<file path="config.mk">
export PLATFORM = sky130hd
export DESIGN_NAME = instr_field_decode
export DESIGN_NICKNAME = d
export VERILOG_FILES = /design/src/rtl/instr_field_decode.sv
export SDC_FILE = /design/constraint.sdc
export NUM_CORES = 1
export LEC_CHECK = 0
export ABC_CLOCK_PERIOD_IN_PS = 1500
export CORE_UTILIZATION = 40
export CTS_CLUSTER_SIZE = 20
export DETAILED_ROUTE_END_ITERATION = 10
export GPL_TIMING_DRIVEN = 0
export PLACE_DENSITY_LB_ADDON = 0.1
export SYNTH_ARGS = -nofsm -noshare
export SYNTH_HDL_FRONTEND = slang
export SYNTH_SLANG_ARGS = --single-unit
</file>
<file path="constraint.sdc">
create_clock -name clk -period 1.5 [get_ports clk]
set_input_delay 0.375 -clock clk [delete_from_list [all_inputs] [get_ports clk]]
set_output_delay 0.375 -clock clk [all_outputs]
set_load 0.005 [all_outputs]
</file>
<file path="src/rtl/instr_field_decode.sv">
// Instruction register with a fetch/decode handshake FSM.
// Captures a word from memory, splits it into RV32I fields and holds them until acked.
module instr_field_decode (
    input  logic        clk,
    input  logic        rst,
    input  logic        ir_load,
    input  logic [31:0] mem_rdata,
    input  logic        mem_valid,
    input  logic        ack,
    output logic [31:0] instr,
    output logic [6:0]  opcode,
    output logic [4:0]  rd,
    output logic [2:0]  funct3,
    output logic [4:0]  rs1,
    output logic [4:0]  rs2,
    output logic [6:0]  funct7,
    output logic [11:0] imm12,
    output logic [19:0] imm20,
    output logic [2:0]  imm_type,
    output logic        dec_valid,
    output logic        illegal,
    output logic        fetch_err,
    output logic        busy
);

    localparam logic [1:0] S_IDLE   = 2'd0;
    localparam logic [1:0] S_WAIT   = 2'd1;
    localparam logic [1:0] S_DECODE = 2'd2;
    localparam logic [1:0] S_VALID  = 2'd3;

    logic [1:0]  state_q, state_d;
    logic [3:0]  cnt_q, cnt_d;
    logic [31:0] instr_q, instr_d;
    logic [6:0]  opcode_q, opcode_d;
    logic [4:0]  rd_q, rd_d;
    logic [2:0]  funct3_q, funct3_d;
    logic [4:0]  rs1_q, rs1_d;
    logic [4:0]  rs2_q, rs2_d;
    logic [6:0]  funct7_q, funct7_d;
    logic [11:0] imm12_q, imm12_d;
    logic [19:0] imm20_q, imm20_d;
    logic [2:0]  imm_type_q, imm_type_d;
    logic        illegal_q, illegal_d;
    logic        dec_valid_q, dec_valid_d;
    logic        fetch_err_q, fetch_err_d;
    logic        busy_q, busy_d;

    logic [11:0] dec_imm12;
    logic [19:0] dec_imm20;
    logic [2:0]  dec_type;
    logic        dec_illegal;

    // Immediate extraction from the held instruction word
    always_comb begin
        dec_imm12   = '0;
        dec_imm20   = '0;
        dec_type    = 3'd0;
        dec_illegal = 1'b0;
        unique case (instr_q[6:0])
            7'b0010011, 7'b0000011, 7'b1100111, 7'b1110011: begin
                dec_type  = 3'd1;
                dec_imm12 = instr_q[31:20];
            end
            7'b0100011: begin
                dec_type  = 3'd2;
                dec_imm12 = {instr_q[31:25], instr_q[11:7]};
            end
            7'b1100011: begin
                dec_type  = 3'd3;
                dec_imm12 = {instr_q[31], instr_q[7],
                             instr_q[30:25], instr_q[11:8]};
            end
            7'b0110111, 7'b0010111: begin
                dec_type  = 3'd4;
                dec_imm20 = instr_q[31:12];
            end
            7'b1101111: begin
                dec_type  = 3'd5;
                dec_imm20 = {instr_q[31], instr_q[19:12],
                             instr_q[20], instr_q[30:21]};
            end
            7'b0110011: begin
                dec_type  = 3'd0;
            end
            default: begin
                dec_type    = 3'd7;
                dec_illegal = 1'b1;
            end
        endcase
    end

    always_comb begin
        state_d     = state_q;
        cnt_d       = cnt_q;
        instr_d     = instr_q;
        opcode_d    = opcode_q;
        rd_d        = rd_q;
        funct3_d    = funct3_q;
        rs1_d       = rs1_q;
        rs2_d       = rs2_q;
        funct7_d    = funct7_q;
        imm12_d     = imm12_q;
        imm20_d     = imm20_q;
        imm_type_d  = imm_type_q;
        illegal_d   = illegal_q;
        fetch_err_d = 1'b0;
        unique case (state_q)
            S_IDLE: begin
                if (ir_load) begin
                    state_d = S_WAIT;
                    cnt_d   = '0;
                end
            end
            S_WAIT: begin
                // A late word on the final wait cycle still wins over the timeout
                if (mem_valid) begin
                    instr_d = mem_rdata;
                    state_d = S_DECODE;
                end else if (cnt_q == 4'd15) begin
                    state_d     = S_IDLE;
                    fetch_err_d = 1'b1;
                end else begin
                    cnt_d = cnt_q + 4'd1;
                end
            end
            S_DECODE: begin
                opcode_d   = instr_q[6:0];
                rd_d       = instr_q[11:7];
                funct3_d   = instr_q[14:12];
                rs1_d      = instr_q[19:15];
                rs2_d      = instr_q[24:20];
                funct7_d   = instr_q[31:25];
                imm12_d    = dec_imm12;
                imm20_d    = dec_imm20;
                imm_type_d = dec_type;
                illegal_d  = dec_illegal;
                state_d    = S_VALID;
            end
            S_VALID: begin
                if (ack) begin
                    state_d = ir_load ? S_WAIT : S_IDLE;
                    cnt_d   = '0;
                end
            end
            default: state_d = S_IDLE;
        endcase
        busy_d      = (state_d != S_IDLE);
        dec_valid_d = (state_d == S_VALID);
    end

    always_ff @(posedge clk) begin
        if (rst) begin
            state_q     <= S_IDLE;
            cnt_q       <= '0;
            instr_q     <= '0;
            opcode_q    <= '0;
            rd_q        <= '0;
            funct3_q    <= '0;
            rs1_q       <= '0;
            rs2_q       <= '0;
            funct7_q    <= '0;
            imm12_q     <= '0;
            imm20_q     <= '0;
            imm_type_q  <= '0;
            illegal_q   <= 1'b0;
            dec_valid_q <= 1'b0;
            fetch_err_q <= 1'b0;
            busy_q      <= 1'b0;
        end else begin
            state_q     <= state_d;
            cnt_q       <= cnt_d;
            instr_q     <= instr_d;
            opcode_q    <= opcode_d;
            rd_q        <= rd_d;
            funct3_q    <= funct3_d;
            rs1_q       <= rs1_d;
            rs2_q       <= rs2_d;
            funct7_q    <= funct7_d;
            imm12_q     <= imm12_d;
            imm20_q     <= imm20_d;
            imm_type_q  <= imm_type_d;
            illegal_q   <= illegal_d;
            dec_valid_q <= dec_valid_d;
            fetch_err_q <= fetch_err_d;
            busy_q      <= busy_d;
        end
    end

    assign instr     = instr_q;
    assign opcode    = opcode_q;
    assign rd        = rd_q;
    assign funct3    = funct3_q;
    assign rs1       = rs1_q;
    assign rs2       = rs2_q;
    assign funct7    = funct7_q;
    assign imm12     = imm12_q;
    assign imm20     = imm20_q;
    assign imm_type  = imm_type_q;
    assign illegal   = illegal_q;
    assign dec_valid = dec_valid_q;
    assign fetch_err = fetch_err_q;
    assign busy      = busy_q;

endmodule
</file>
# Word-level counts from Yosys, hierarchy flattened
# Cells that the tools add are included.
# totals
regBits,109
input_bits,37
out_inout_bits,103
wordCells,62
# op_classes
n_addsub,1
eq_ne,19
muxes,16
bitwise,1
reduce_logical,9
# op_table
operator,n
$pmux W20 S2,1
$pmux W12 S3,1
$eq A7 B7 Y1 const B,4
$eq A7 B6 Y1 const B,3
$pmux W3 S6,1
$mux W4,4
$eq A7 B5 Y1 const B,2
$pmux W4 S3,1
$reduce_or A10 Y1,1
$mux W2,4
$ne A2 B2 Y1 const B,4
$pmux W2 S4,1
$eq A7 B2 Y1 const B,1
$eq A2 B2 Y1 const B,3
$reduce_and A5 Y1,1
$add A4 B1 Y4 const B,1
$eq A4 B4 Y1 const B,1
$reduce_or A4 Y1,1
$mux W1,3
$reduce_bool A3 Y1,1
$reduce_or A3 Y1,1
$eq A2 B1 Y1 const B,1
$logic_not A2 Y1,1
$reduce_and A2 Y1,1
other kinds (3),3

# Logic depth before layout (Yosys ltp)
# Gate-level depths: netlist (run 1).
# logic_depth
depth_word,5
mapped_depth,6
ltp_nobuf,5

# Worst setup path before layout (run 1)
# Ideal clock, no wire load.
# synth_timing
path_kind,register to register
start,register state_q[0]
end,register cnt_q[2]
arrival_time_ps,1426
slack_ps,-42
stages_incl_launch_ff,6
path_buffers,1
synth_period_minus_slack_ps,1542
cell_sequence,dfxtp_1 -> buf_6 -> or3b_1 -> o221ai_1 -> o21ai_0 -> a31o_2
# synth_via
elab_chain_len,3
# synth_lines
item,line_no,source
start: declaration,31,"logic [1:0] state_q, state_d;"
start signal: assignment,170,state_q <= state_d;
"$eq A2 B1 Y1, or another cell as far along",107,unique case (state_q)
$ne A2 B2 Y1 (no source line) or $reduce_bool A3 Y1 (tied branches),--,
$reduce_and A5 Y1 (no source line),--,
end signal: assignment,171,cnt_q <= cnt_d;
end: declaration,32,"logic [3:0] cnt_q, cnt_d;"
# Several ways; a longest one is shown, not always the timed one.
# A chain may end at the register's enable or synchronous reset.

# Final worst setup path (run 1)
# layout_timing
start,register instr_q[0] (netlist: instr[0])
end,register illegal_q (netlist: illegal)
# layout_via
elab_chain_len,3
# layout_lines
item,line_no,source
start: declaration,33,"logic [31:0] instr_q, instr_d;"
start signal: assignment,172,instr_q <= instr_d;
"$eq A7 B6 Y1, or another cell as far along",59,unique case (instr_q[6:0])
$reduce_or A10 Y1 (no source line) (*),--,
$mux W1 (*),59,
end signal: assignment,182,illegal_q <= illegal_d;
end: declaration,43,"logic illegal_q, illegal_d;"
# Mark *: on every way between the ends. The rest lies on a longest branch, timed or not.

==> flow_summary.yaml, run 1 <==
finish:
  drive_gt1_frac: 0.313
  fin_cells: 856
  syn_to_final_growth_pct: 57.4
  finish.instance_area_um2: 6780
  nets: 753
  fillCellCount: 941
  finalCoreUtilization: 0.654
  diodes: 0
worst_setup_path:
  crit_type: "reg -> reg"
  reg2reg_slack_ns: -0.03
  reg2reg_to: "illegal$_SDFFE_PP0P_"
  reg2reg_depth: 5
  r2r-start: "instr[0]$_SDFFE_PP0P_"
  required_ns: 1.79
  critPathCaptureType: "flip-flop"
  startpoint_type: "flip-flop"
  worstPathArrival_ns: 1.82
  worstPathMaxFanout: 5
routing:
  firstDrtPassIters: 5
  wl_per_cell_um: 18.0
  post_drt_via_cell_ratio: 5.43
  antenna_left: 0
  drtIter0Drc: 258
  wirelength_mm: 15.4
  route.detailed.drc: 0
  via_count: 4649
grt:
  grt_pass1_vias: 4359
  antenna_found_initial: 0
  grt_usage: 0.274
  grt_pass1_wl_mm: 23.5
  grt-ovfl-total: 0
  grt_max_degree: 19
synth:
  synth_area_um2: 4310
  syn_avg_cell_area_um2: 8.30
  ys_top_cells_by_area: "dfxtp_1 51%, nand2_1 13%, a21oi_1 7.9%"
  synth_compound_area_frac: 0.189
  ys_types: 47
  async_reset_ff_frac: 0
  synth_nets: 557
  synth.most_common_cell: "nand2_1"
  synth_edf_count: 0
  synthCells: 519
  ys_seq_area_frac: 0.507
  synth_area_leader_cell: "dfxtp_1"
  ys_warn_count: 0
  synth-simple-area-share: 0.240
  synthMuxAreaShare: 0.0186
  synth_adder_area_share: 0.00290
  synth_seq_cells: 109
  synth_flop_cell: "dfxtp_1"
  yosysTopAreaCellShare: 0.507
  synthTopCellsByCount: "150 x nand2_1, 109 x dfxtp_1, 68 x a21oi_1"
  synth_top_family_by_area: "simple AND/OR/NAND/NOR gates"
  yosys.area_share.xor_xnor: 0
sta:
  rsz0062_at_grt: "true"
  fmax_ghz: 0.652
  tightest_slew_ns: 0.458
  fin_crit_ns: 1.53
  relSlewSlack: 0.694
  final-setup-viol-count: 5
  finalSetupTns_ns: -0.0828
  hold_viol_final: 0
  slew_violations: 0
  skew_ns: 0.00937
  post-route-period-util: 1.02
  worst_slack_ns: -0.0342
power_and_ir_drop:
  ir_drop_v: 0.000434
  p_leak_nw: 3.06
  finalPower_w: 0.00560
  p_per_area_nw_per_um2: 826
clock_network:
  cts_sinks: 109
  clock_path_buffers: 2
  cts.clk_slew.worst_paths_ns: 0.10
  cts_buffers: 9
  hold_buffers: 0
  htreeDepth: 3
  cts_tree: "done"
  clk_latency_ns: 0.36
  cts_root_buffer: "clkbuf_8"
floorplanning:
  start_util: 0.415
  ios: 140
  die_h_um: 106
  rows: 37
  die-width_um: 106
  core_area_um2: 10400
  dieArea_um2: 11200
hold_path:
  min_from: "rs2[3]$_SDFFE_PP0P_"
  min_to: "rs2[3]$_SDFFE_PP0P_"
  hold_depth: 2
  hold_class: "reg -> reg"
placement:
  gp_congestion: 0.859
  postPlaceCellArea_um2: 5880
  portBuffers: 139
  placed_cells: 794
  dp_hpwl_mm: 10.1
run:
  cap_violations: 0
outcome:
  status: "finished with violations"
  failed_checks: "setup timing"
logic make-up (layout without fill, tap and decap cells):
group,count (synthesis),count (layout)
AND/OR/NAND/NOR,225,225
multiplexers,8,8
buffers and inverters,43,244
flip-flops,109,109
AO/OA/AOI/OAI,133,133
adder cells (fa/ha/maj),1,1
routing by layer:
| metal | GRT usage | vias up | part of all wire |
|---|---|---|---|
| li1 | - | 2194 | - |
| met1 | 0.369 | 2198 | 0.43 |
| met2 | 0.437 | 223 | 0.47 |
| met3 | 0.0470 | 34 | 0.079 |
| met4 | 0.109 | 0 | 0.029 |
| met5 | 0 | - | 0 |
registers in the layout (all words and copies together), names as in the netlist, 2 cells and up:
register and count:
instr 32, imm20 20, imm12 12, funct7 7, opcode 7, rd 5
rs1 5, rs2 5, cnt_q 4, funct3 3, imm_type 3, state_q 2
timing repair:
| item | CTS | global route |
|---|---|---|
| buffers inserted | 41 | 5 |
| gates cloned | 0 | 2 |
| gates resized for setup | 290 | 41 |
| pin swaps | 13 | 20 |
| setup endpoints to repair | 208 | 91 |
power breakdown:
group          internal [W]  switching, W  total [W]  leakage (nW)
clock              0.000789       0.00102    0.00181         0.101
sequential          0.00295     0.0000669    0.00302         0.933
combinational      0.000364      0.000405   0.000769          2.02
stage by stage:
step | hold slack (ns) | worst slack (ns)
detailed placement | 0.448 | -0.968
global route | 0.475 | -0.0769
finish | 0.455 | -0.0342
CTS | 0.458 | -0.0613
global placement | 0.440 | -0.911
floorplan | 0.448 | 0.00431
worst max-delay path, cell delays in order (launching register included):
cell      delay (ns)
dfxtp_4         0.36
buf_6           0.12
nand3b_4        0.10
and4bb_4        0.23
or4_1           0.47
o22ai_1         0.18
layout make-up:
type / instances / area [µm²] / share of cell area
Inverter: 3 / 11.3 / 0.00166
Buffer: 38 / 270 / 0.0399
Sequential cell: 109 / 2360 / 0.348
Clock inverter: 6 / 73.8 / 0.0109
Tap cell: 136 / 170 / 0.0251
Timing Repair Buffer: 187 / 1630 / 0.240
Multi-Input combinational cell: 367 / 2140 / 0.315
Clock buffer: 10 / 128 / 0.0188
cell usage in the layout (no fill, tap or decap), types with 3 or more instances in the layout:
| cell | Yosys | routed |
|---|---|---|
| a21oi_1 | 68 | 68 |
| a221o_1 | 6 | 6 |
| a221oi_2 | 0 | 10 |
| a2bb2oi_2 | 0 | 3 |
| a31oi_1 | 12 | 10 |
| and3_1 | 8 | 8 |
| buf_2 | 13 | 6 |
| buf_4 | 0 | 50 |
| buf_6 | 1 | 10 |
| clkbuf_1 | 19 | 3 |
| clkbuf_2 | 0 | 11 |
| clkbuf_4 | 0 | 5 |
| clkbuf_8 | 0 | 9 |
| clkdlybuf4s50_1 | 0 | 34 |
| clkinv_4 | 0 | 5 |
| dfxtp_1 | 109 | 21 |
| dfxtp_2 | 0 | 61 |
| dfxtp_4 | 0 | 27 |
| dlygate4sd2_1 | 0 | 103 |
| mux2i_1 | 8 | 8 |
| nand2_1 | 150 | 149 |
| nand2b_1 | 5 | 3 |
| nand2b_4 | 1 | 3 |
| nand3_1 | 19 | 18 |
| nor2_1 | 17 | 16 |
| nor2b_1 | 4 | 3 |
| nor3_1 | 3 | 3 |
| o21ai_0 | 19 | 14 |
| o21ai_1 | 0 | 4 |
worst max path at each step:
stage | start | end | slack [ns] | cells past startpoint
after global placement | rst | funct3[2]$_SDFFE_PP0P_ | -0.91 | 5
after global routing | instr[1]$_SDFFE_PP0P_ | illegal$_SDFFE_PP0P_ | -0.08 | 6
after detailed placement | rst | funct3[2]$_SDFFE_PP0P_ | -0.97 | 5
after CTS | instr[1]$_SDFFE_PP0P_ | illegal$_SDFFE_PP0P_ | -0.06 | 5
after floorplan | instr[3]$_SDFFE_PP0P_ | illegal$_SDFFE_PP0P_ | 0.004 | 4
final | instr[0]$_SDFFE_PP0P_ | illegal$_SDFFE_PP0P_ | -0.03 | 5
(Power assumes the default switching activity.)
==> run 2, diff against run 1 <==
--- a/config.mk
+++ b/config.mk
@@ -7,6 +7,7 @@
 export LEC_CHECK = 0
 export ABC_CLOCK_PERIOD_IN_PS = 1500
 export CORE_UTILIZATION = 40
+export CTS_CLUSTER_DIAMETER = 60
 export CTS_CLUSTER_SIZE = 20
 export DETAILED_ROUTE_END_ITERATION = 10
 export GPL_TIMING_DRIVEN = 0
==> results of run 2 <==
Final layout, timing and power as in run 1 (identical DEF).
==> run 3, diff against run 2 <==
--- a/config.mk
+++ b/config.mk
@@ -12,6 +12,7 @@
 export DETAILED_ROUTE_END_ITERATION = 10
 export GPL_TIMING_DRIVEN = 0
 export PLACE_DENSITY_LB_ADDON = 0.1
+export SKIP_LAST_GASP = 1
 export SYNTH_ARGS = -nofsm -noshare
 export SYNTH_HDL_FRONTEND = slang
 export SYNTH_SLANG_ARGS = --single-unit
==> run 3 against run 2 <==
  * The run still ends with setup timing left
  * Sequential cell count stayed put
  * Maximum frequency increased by 0.35%
  * Combinational power is 1% lower
  * Non-clock buffer count stayed put
  * Critical path depth is the same
  * Critical path type unchanged
==> flow_summary.yaml, run 3 (synthesis gave the netlist of run 1 again) <==
outcome:
  status: "finished with violations"
  failed_checks: "setup timing"
floorplanning:
  die-width_um: 106
  dieArea_um2: 11200
  start_util: 0.415
  core_area_um2: 10400
  ios: 140
  rows: 37
  die_h_um: 106
sta:
  rsz0062_at_grt: "true"
  worst_slack_ns: -0.0288
  relSlewSlack: 0.691
  hold_viol_final: 0
  tightest_slew_ns: 0.464
  fmax_ghz: 0.654
  final-setup-viol-count: 1
  slew_violations: 0
  skew_ns: 0.0108
  fin_crit_ns: 1.53
  holdWs_ns: 0.455
  post-route-period-util: 1.02
power_and_ir_drop:
  ir_drop_v: 0.000434
  finalPower_w: 0.00558
  p_leak_nw: 3.04
  p_per_area_nw_per_um2: 829
routing:
  antenna_left: 0
  via_count: 4658
  firstDrtPassIters: 8
  route.detailed.drc: 0
  post_drt_via_cell_ratio: 5.44
  wirelength_mm: 15.4
  wl_per_cell_um: 18.0
  drtIter0Drc: 274
worst_setup_path:
  cp_top_family: "simple AND/OR/NAND/NOR gates"
  worstPathCellList: "buf_6 -> nand3b_4 -> and4bb_4 -> or4_1 -> o22ai_1"
  worstPathMaxFanout: 5
  critPathCaptureType: "flip-flop"
  startpoint_type: "flip-flop"
  crit_type: "reg -> reg"
  startpoint: "instr[0]$_SDFFE_PP0P_"
  required_ns: 1.79
  path_buf_inv: 1
  critPathMaxStageDelay_ns: 0.47
  slowest_stage: "or4_1"
  r2r-start: "instr[0]$_SDFFE_PP0P_"
  worstPathArrival_ns: 1.82
finish:
  drive_gt1_frac: 0.307
  nets: 753
  fin_cells: 856
  mostFrequentLayoutCells: "149 x nand2_1, 103 x dlygate4sd2_1, 68 x a21oi_1"
  syn_to_final_growth_pct: 56.4
  largest_reg_flops: 32
  diodes: 0
  final_common_cell: "nand2_1"
clock_network:
  clock_path_buffers: 2
  cts_sinks: 109
  htreeDepth: 3
  cts.clk_slew.worst_paths_ns: 0.10
  clk_latency_ns: 0.37
  cts_buffers: 9
  hold_buffers: 0
  cts_root_buffer: "clkbuf_8"
  cts_tree: "done"
placement:
  portBuffers: 139
  placed_cells: 794
  gp_congestion: 0.859
  dp_hpwl_mm: 10.1
run:
  cap_violations: 0
grt:
  grt-ovfl-total: 0
  grt_max_degree: 19
  grt_pass1_wl_mm: 23.6
  grt_pass1_vias: 4374
  grt_usage: 0.275
  antenna_found_initial: 0
hold_path:
  min_from: "rs2[3]$_SDFFE_PP0P_"
  hold_class: "reg -> reg"
==> run 3: area by class of cell <==
cell class | count | area [µm²]
Fill cell | 938 | 3630
Sequential cell | 109 | 2360
Multi-Input combinational cell | 367 | 2110
Timing Repair Buffer | 187 | 1630
Buffer | 38 | 260
Tap cell | 136 | 170
Clock buffer | 10 | 128
Clock inverter | 6 | 73.8
Inverter | 3 | 11.3
==> run 3: through the flow <==
step	instance area [µm²]	util	setup WS (ns)	setup TNS (ns)
global route	6740	0.650	-0.0769	-0.712
floorplan	4310	-	0.00431	0
detailed placement	5880	0.567	-0.968	-65.02
CTS	6620	0.639	-0.0613	-0.502
finish	6740	0.650	-0.0288	-0.0288
global placement	5880	0.567	-0.911	-61.74
==> run 3: metal layers <==
metal  up-vias  routed length [µm]  track usage
met5         -                   0            0
met3        44                1170       0.0470
met1      2194                6610        0.371
li1       2195                   -            -
met4         0                 516        0.109
met2       225                7080        0.437
==> run 3: where the power goes <==
| group | switching (W) | total (W) | internal (W) | leakage (nW) |
|---|---|---|---|---|
| Combinational | 0.000400 | 0.000758 | 0.000357 | 2.00 |
| Sequential | 0.0000672 | 0.00302 | 0.00295 | 0.933 |
| Clock | 0.00102 | 0.00181 | 0.000789 | 0.101 |
| Total | 0.00149 | 0.00558 | 0.00410 | 3.04 |
==> run 3: worst paths after layout <==
check        slack [ns]  cells after the start                    to
max               -0.03                      5  illegal$_SDFFE_PP0P_
min                0.46                      2   rs2[3]$_SDFFE_PP0P_
max reg2reg       -0.03                      5  illegal$_SDFFE_PP0P_
min reg2reg        0.46                      2   rs2[3]$_SDFFE_PP0P_
==> run 3: worst register-to-register path, stage by stage, from the launching register on <==
cell and delay (ns):
dfxtp_4 0.36, buf_6 0.12, nand3b_4 0.10, and4bb_4 0.23, or4_1 0.47, o22ai_1 0.18
==> run 3: repair_timing <==
item,4_1_cts,5_1_grt
resized for setup,286,37
gates cloned,0,2
endpoints found under the hold margin,0,0
pin swaps,13,15
buffers inserted,41,5
setup endpoints to repair,208,98
